===== config.mk =====
export PLATFORM = sky130hd
export DESIGN_NAME = fifo_wr_feeder
export DESIGN_NICKNAME = d
export VERILOG_FILES = /design/src/rtl/fifo_wr_feeder.sv
export SDC_FILE = /design/constraint.sdc
export NUM_CORES = 1
export LEC_CHECK = 0
export CORE_MARGIN = 2
export CORE_UTILIZATION = 43
export CTS_BUF_LIST = sky130_fd_sc_hd__clkbuf_16
export CTS_CLUSTER_DIAMETER = 50
export DETAILED_ROUTE_END_ITERATION = 10
export PLACE_DENSITY = 0.77
export SLEW_MARGIN = 20
export SYNTH_ARGS = -nofsm -noshare
export SYNTH_HDL_FRONTEND = slang
export SYNTH_SLANG_ARGS = --single-unit

===== constraint.sdc =====
create_clock -name iWCLK -period 1.9 [get_ports iWCLK]
set_input_delay 0.38 -clock iWCLK [delete_from_list [all_inputs] [get_ports iWCLK]]
set_output_delay 0.38 -clock iWCLK [all_outputs]
set_load 0.005 [all_outputs]

===== src/rtl/fifo_wr_feeder.sv =====
// fifo_wr_feeder: write-side producer for the dual-clock sample FIFO.
// Accepts a length-framed stream of samples from an upstream valid/ready
// source and drives the FIFO write port while respecting the full flag.
// A two-entry buffer (the output register plus one skid register) keeps
// upstream ready driven only from registers. Frame progress is reported
// through busy/done flags and a count of words written.
module fifo_wr_feeder #(
  parameter int DATAWIDTH = 8,
  parameter int CNTW      = 5
) (
  input  logic                 iWCLK,
  input  logic                 iWRST,
  input  logic                 iSTART,
  input  logic [CNTW-1:0]      iLEN,
  input  logic                 iSVALID,
  input  logic [DATAWIDTH-1:0] iSDATA,
  output logic                 oSREADY,
  output logic [DATAWIDTH-1:0] oWDAT,
  output logic                 oWINC,
  input  logic                 iFULL,
  output logic                 oBUSY,
  output logic                 oDONE,
  output logic [CNTW-1:0]      oWCNT
);

  typedef enum logic {
    IDLE = 1'b0,
    XFER = 1'b1
  } state_t;

  state_t               state_q;
  logic [CNTW-1:0]      len_q;
  logic [CNTW-1:0]      inCnt_q;
  logic [CNTW-1:0]      wcnt_q;
  logic [DATAWIDTH-1:0] wdat_q;
  logic [DATAWIDTH-1:0] skidD_q;
  logic                 winc_q;
  logic                 skidV_q;
  logic                 done_q;

  logic                 sready;
  logic                 accept;
  logic                 wrOk;
  logic                 lastWr;

  // Ready depends only on registers: the frame is active, the skid slot is
  // free, and the frame has not yet taken all of its words from upstream.
  assign sready = (state_q == XFER) & ~skidV_q & (inCnt_q != len_q);
  assign accept = iSVALID & sready;
  assign wrOk   = winc_q & ~iFULL;
  // In XFER len_q is never zero, so len_q-1 cannot underflow there.
  assign lastWr = wrOk & (wcnt_q == (len_q - CNTW'(1)));

  assign oSREADY = sready;
  assign oWDAT   = wdat_q;
  assign oWINC   = winc_q;
  assign oBUSY   = (state_q == XFER);
  assign oDONE   = done_q;
  assign oWCNT   = wcnt_q;

  // Frame control FSM together with the output register and skid buffer.
  always_ff @(posedge iWCLK or posedge iWRST) begin
    if (iWRST) begin
      state_q <= IDLE;
      len_q   <= '0;
      inCnt_q <= '0;
      wcnt_q  <= '0;
      wdat_q  <= '0;
      skidD_q <= '0;
      winc_q  <= 1'b0;
      skidV_q <= 1'b0;
      done_q  <= 1'b0;
    end else begin
      done_q <= 1'b0;

      case (state_q)
        IDLE: begin
          if (iSTART) begin
            len_q   <= iLEN;
            inCnt_q <= '0;
            wcnt_q  <= '0;
            if (iLEN != '0) begin
              state_q <= XFER;
            end else begin
              done_q <= 1'b1;
            end
          end
        end
        XFER: begin
          if (accept) begin
            inCnt_q <= inCnt_q + CNTW'(1);
          end
          if (wrOk) begin
            wcnt_q <= wcnt_q + CNTW'(1);
          end
          if (lastWr) begin
            state_q <= IDLE;
            done_q  <= 1'b1;
          end
        end
      endcase

      // The output register may take a new word whenever it is empty or its
      // word is being written this edge. The skid word is older than anything
      // upstream, so it always goes first; ready is low while the skid is full,
      // so both sources never compete on the same edge.
      if (~winc_q | ~iFULL) begin
        if (skidV_q) begin
          wdat_q  <= skidD_q;
          winc_q  <= 1'b1;
          skidV_q <= 1'b0;
        end else if (accept) begin
          wdat_q <= iSDATA;
          winc_q <= 1'b1;
        end else begin
          winc_q <= 1'b0;
        end
      end else if (accept) begin
        skidD_q <= iSDATA;
        skidV_q <= 1'b1;
      end
    end
  end

endmodule


* Yosys cells after proc, flatten, opt, wreduce, memory -nomap -nowiden *
Cells that the tools add are included.

storage, ports and cells
  output and inout bits = 17
  register bits = 35

cells by class
  eq/ne operators = 5
  muxes and demuxes = 19
  bitwise operators = 11
  reductions and logical operators = 8
  $add $sub $neg = 3

operators with widths
  kind                                                                     count
  5-bit one-hot mux with 2 select lines                                    2
  8-bit two-way mux                                                        2
  5-bit two-way mux                                                        3
  5-bit by 1-bit adder with 5-bit output, second input constant            2
  1-bit two-way mux                                                        10
  2-bit AND reduction                                                      5
  1-bit bitwise AND                                                        5
  5-bit equality test                                                      1
  5-bit inequality test                                                    1
  1-bit NOT                                                                5
  5-bit nonzero test                                                       1
  5-bit by 1-bit subtractor with 5-bit output, second input constant       1
  2-bit by 1-bit inequality test with 1-bit output, second input constant  2
  1-bit one-hot mux with 2 select lines                                    2
  2-bit nonzero test                                                       2
  2-bit inequality test, second input constant                             1
  1-bit OR                                                                 1

* Logic depth before layout (Yosys ltp) *
Gate-level depths: netlist of the first run.

  word-level depth = 6
  gate-level depth with buffers = 7

* Least setup slack after synthesis of the first run *
No wires, ideal clock.

  path kind = reg2reg
  from = register len_q[0]
  to = register wdat_q[0], in the netlist oWDAT[0]
  setup slack = 0.090 ns
  path buffers = 1
  stages on the path, launching flop included = 7
  arrival time = 1.686 ns
  path through = dfrtp_1 xnor2_1 nand3_1 o31ai_1 a22o_1 buf_4 mux2_2

on the way
  longest elaborated chain between the ends = 5

ends and longest elaborated chain
  what                           RTL line  text
  from (decl)                    32        logic [CNTW-1:0] len_q;
  from (signal assigned)         79        len_q <= iLEN;
  5-bit inequality test          48        assign sready = (state_q == XFER) & ~skidV_q & (inCnt_q != len_q);
  1-bit bitwise AND              48
  1-bit bitwise AND              49        assign accept = iSVALID & sready;
  2-bit nonzero test (no line)   n/a
  2-bit AND reduction (no line)  n/a
  to (signal assigned)           109       wdat_q <= skidD_q;
  to (signal assigned)           113       wdat_q <= iSDATA;
  to (decl)                      35        logic [DATAWIDTH-1:0] wdat_q;

Every way passes these cells.
A chain may end at the register's enable or synchronous reset.

* Worst setup path in the final report of the first run *
  from = register inCnt_q[4]
  to = register wdat_q[3], in the netlist oWDAT[3]

on the way
  longest elaborated chain between the ends = 5

ends and longest elaborated chain
  what                           RTL line  text
  from (decl)                    33        logic [CNTW-1:0] inCnt_q;
  from (signal assigned)         91        inCnt_q <= inCnt_q + CNTW'(1);
  5-bit inequality test          48
  1-bit bitwise AND              48
  1-bit bitwise AND              49
  2-bit nonzero test (no line)   n/a
  2-bit AND reduction (no line)  n/a

Every way passes these cells.

==> metrics.yaml, run 1 <==
outcome:
  status: "finished, final reports clean"
sta:
  rsz0062_at_grt: "true"
  layout_setup_ws_ns: 0.0157
  fin_skew_ns: 0.00402
  slew_violations: 0
  tightest_slew_ns: 0.497
  finalHoldViolations: 0
  slew_headroom_pct: 66.9
  maxClockFrequency_mhz: 531
  period_share_pct: 99.2
  finalCriticalPeriod_ns: 1.88
  setup_viol_count_final: 0
  setup_tns_ns: 0
power_and_ir_drop:
  p_switching_mw: 1.45
  power_frac_clock_pct: 17.3
  power.internal_mw: 2.78
  pwr-share-comb_pct: 48.4
  p_seq_share_pct: 34.3
  ir_drop_mv: 0.793
  netSwitchingFraction_pct: 34.3
  powerDensity_nw_per_um2: 1730
  leakage_nw: 1.04
synth:
  ys_ff_latch: 35
  syn_avg_cell_area_um2: 11.8
  ys_types: 28
  syn_area_um2: 1730
  yosys_warnings: 0
  syn_inst: 147
  yosysSeqAreaShare_pct: 50.7
  syn_nets: 168
clock_network:
  cts-buffers-inserted: 5
  cts.clk_slew.worst_paths_ns: 0.05
  h-tree-depth: 2
  cts_buffer_depth: 2
  cts.sinks: 35
  root_buffer: "clkbuf_16"
  clk_latency_ns: 0.28
  tritoncts: "done"
placed_design:
  portBuffers: 34
  dp_hpwl_um: 2840
  pre_cts_ws_ns: -0.0292
  gp_congestion: 0.792
floorplanning:
  die_w_um: 67.4
  start_util_pct: 43.8
  die_y_um: 67.4
  die-area_um2: 4540
  fp-row-count: 23
  ios: 35
  coreArea_um2: 3940
worst_setup_path:
  rr_endpoint: "oWDAT[3]"
  worstSetupPathType: "flop to flop"
  r2r_start: "inCnt_q[4]"
  reg2reg_depth: 6
  end_kind: "flop"
  r2r_setup_slack_ns: 0.02
  worst_setup_path_start_kind: "flop"
  crit_required_ns: 2.06
  worstPathMaxFanout: 8
  worstPathArrival_ns: 2.04
layout:
  layout_common_cells: "dfrtp_1, clkdlybuf4s50_1, mux2_2, buf_4, nand3_1"
  drive_gt1_share_pct: 32.7
  area_delta_synth_final_pct: 41.3
  finalNetCount: 221
  antenna_cells: 0
  final_util_pct: 61.9
drt:
  routed_wl_um: 3860
  drtIter0Drc: 59
  firstDrtPassIters: 5
  detail-route-antenna-nets: 0
  num_vias: 1298
  drc_errors: 0
  drt-wirelength-per-cell_um: 15.5
  viasPerCell: 5.21
worst_hold_path:
  hp-class: "flop to flop"
  hold_depth: 1
  hold_path_end: "skidD_q[6]"
  hp-start: "skidD_q[6]"
global_routing:
  track_usage_pct: 19.1
  grt_pass1_wl_um: 6230
  globalRouteOverflowTotal: 0
  antenna_found_initial: 0
  grt_start_max_net_pins: 36
  grt_pass1_vias: 1375
run:
  cap_violations: 0
[area by class of cell]
cell class | instances | area (um^2)
multi-input cells | 101 | 871
repair buffers | 51 | 479
clock buffers | 5 | 125
clock inverters | 1 | 3.75
inverters | 6 | 22.5
flip-flops and latches | 35 | 878
fillers | 280 | 1500
well taps | 50 | 62.6
[stage by stage]
| step | instances | power, mW | hold slack [ns] | cell area [um^2] |
|---|---|---|---|---|
| finish | 249 | 4.24 | 0.502 | 2440 |
| global route | 249 | 4.52 | 0.521 | 2440 |
| CTS | 248 | 4.12 | 0.506 | 2390 |
| global placement | 242 | 3.20 | 0.486 | 2240 |
| floorplan | 147 | 2.46 | 0.473 | 1730 |
| detailed placement | 242 | 3.33 | 0.491 | 2240 |
[cells in the mapped netlist]
cell type | n | area share [%]
dfrtp_1 | 35 | 51
buf_4 | 1 | 0.43
nand2_1 | 9 | 2.0
a31oi_1 | 2 | 0.72
a22o_1 | 1 | 0.51
nand4_1 | 1 | 0.36
o31ai_1 | 4 | 1.7
ha_1 | 3 | 2.2
nor4b_4 | 1 | 1.4
xor2_1 | 4 | 2.0
o211ai_1 | 3 | 1.3
a21oi_1 | 1 | 0.29
nor3b_1 | 2 | 0.87
and2_1 | 1 | 0.36
mux2_2 | 29 | 19
nand2b_1 | 2 | 0.72
xnor2_1 | 9 | 4.6
o21ba_2 | 1 | 0.58
nor3_1 | 3 | 0.87
clkbuf_1 | 3 | 0.65
nor4_1 | 1 | 0.36
nand3b_1 | 1 | 0.43
nor2_1 | 3 | 0.65
nand3_1 | 11 | 3.2
o21ai_0 | 8 | 2.3
inv_1 | 6 | 1.3
and3_1 | 1 | 0.36
buf_2 | 1 | 0.29
[how the worst max path moves through the flow]
stage	to	cells after the start	startpoint	slack (ns)
final	oWDAT[3]	6	inCnt_q[4]	0.02
after global routing	oWDAT[3]	6	inCnt_q[4]	-0.07
after CTS	oWDAT[3]	6	len_q[4]	0.0005
after detailed placement	oWDAT[3]	6	iSVALID	-0.03
after global placement	oWDAT[5]	6	iSVALID	0.03
after floorplan	oWDAT[0]	6	len_q[0]	0.09
[routing by layer]
metal,vias to the layer above,global-route usage (%),part of all wire (%)
met5,-,0,0
met2,27,30.8,53
met4,0,9.44,1.1
met1,640,23.5,42
li1,627,-,-
met3,4,5.17,3.8
[power by group through the flow]
stage	clock network [mW]	logic [mW]	registers (mW)
floorplan	0	1.09	1.37
global placement	0	1.82	1.38
detailed placement	0	1.90	1.42
CTS	0.761	1.92	1.43
global route	0.784	2.24	1.50
finish	0.732	2.05	1.45
[cell families (layout without fill, tap and decap cells)]
kind of cell               count (synthesis)  in the layout  synth area share, %
buffers and inverters                     11             63                 2.68
DFF                                       35             35                 50.7
and+or+nand+nor                           36             36                 11.5
muxes                                     29             29                 18.9
AOI/OAI and AO/OA                         20             20                 7.46
xor gates and xnor gates                  13             13                 6.59
adders and majority gates                  3              3                 2.17
[registers in the layout (all words and copies together) (netlist names)]
name     count
len_q        5
oWDAT        8
oBUSY        1
inCnt_q      5
oWCNT        5
oDONE        1
skidV_q      1
oWINC        1
skidD_q      8
[critical path, cell delays in order (launching register included)]
cell     delay, ns
dfrtp_1       0.43
xnor2_2       0.19
nand3_2       0.13
o31ai_2       0.31
a22o_1        0.23
buf_12        0.13
mux2_2        0.34
[timing repair]
action,in CTS,in global routing
pin swaps,2,3
cloned,0,0
buffers inserted,0,1
endpoints found under the setup margin,1,10
gates resized for setup,6,10
hold buffers,0,0
Power figures use the tool's default switching activity.
==> inputs of run 2 (changes only) <==
Settings changed: CAP_MARGIN set to 40.
==> results of run 2 <==
No change in the layout: final DEF, timing and power equal those of run 1.
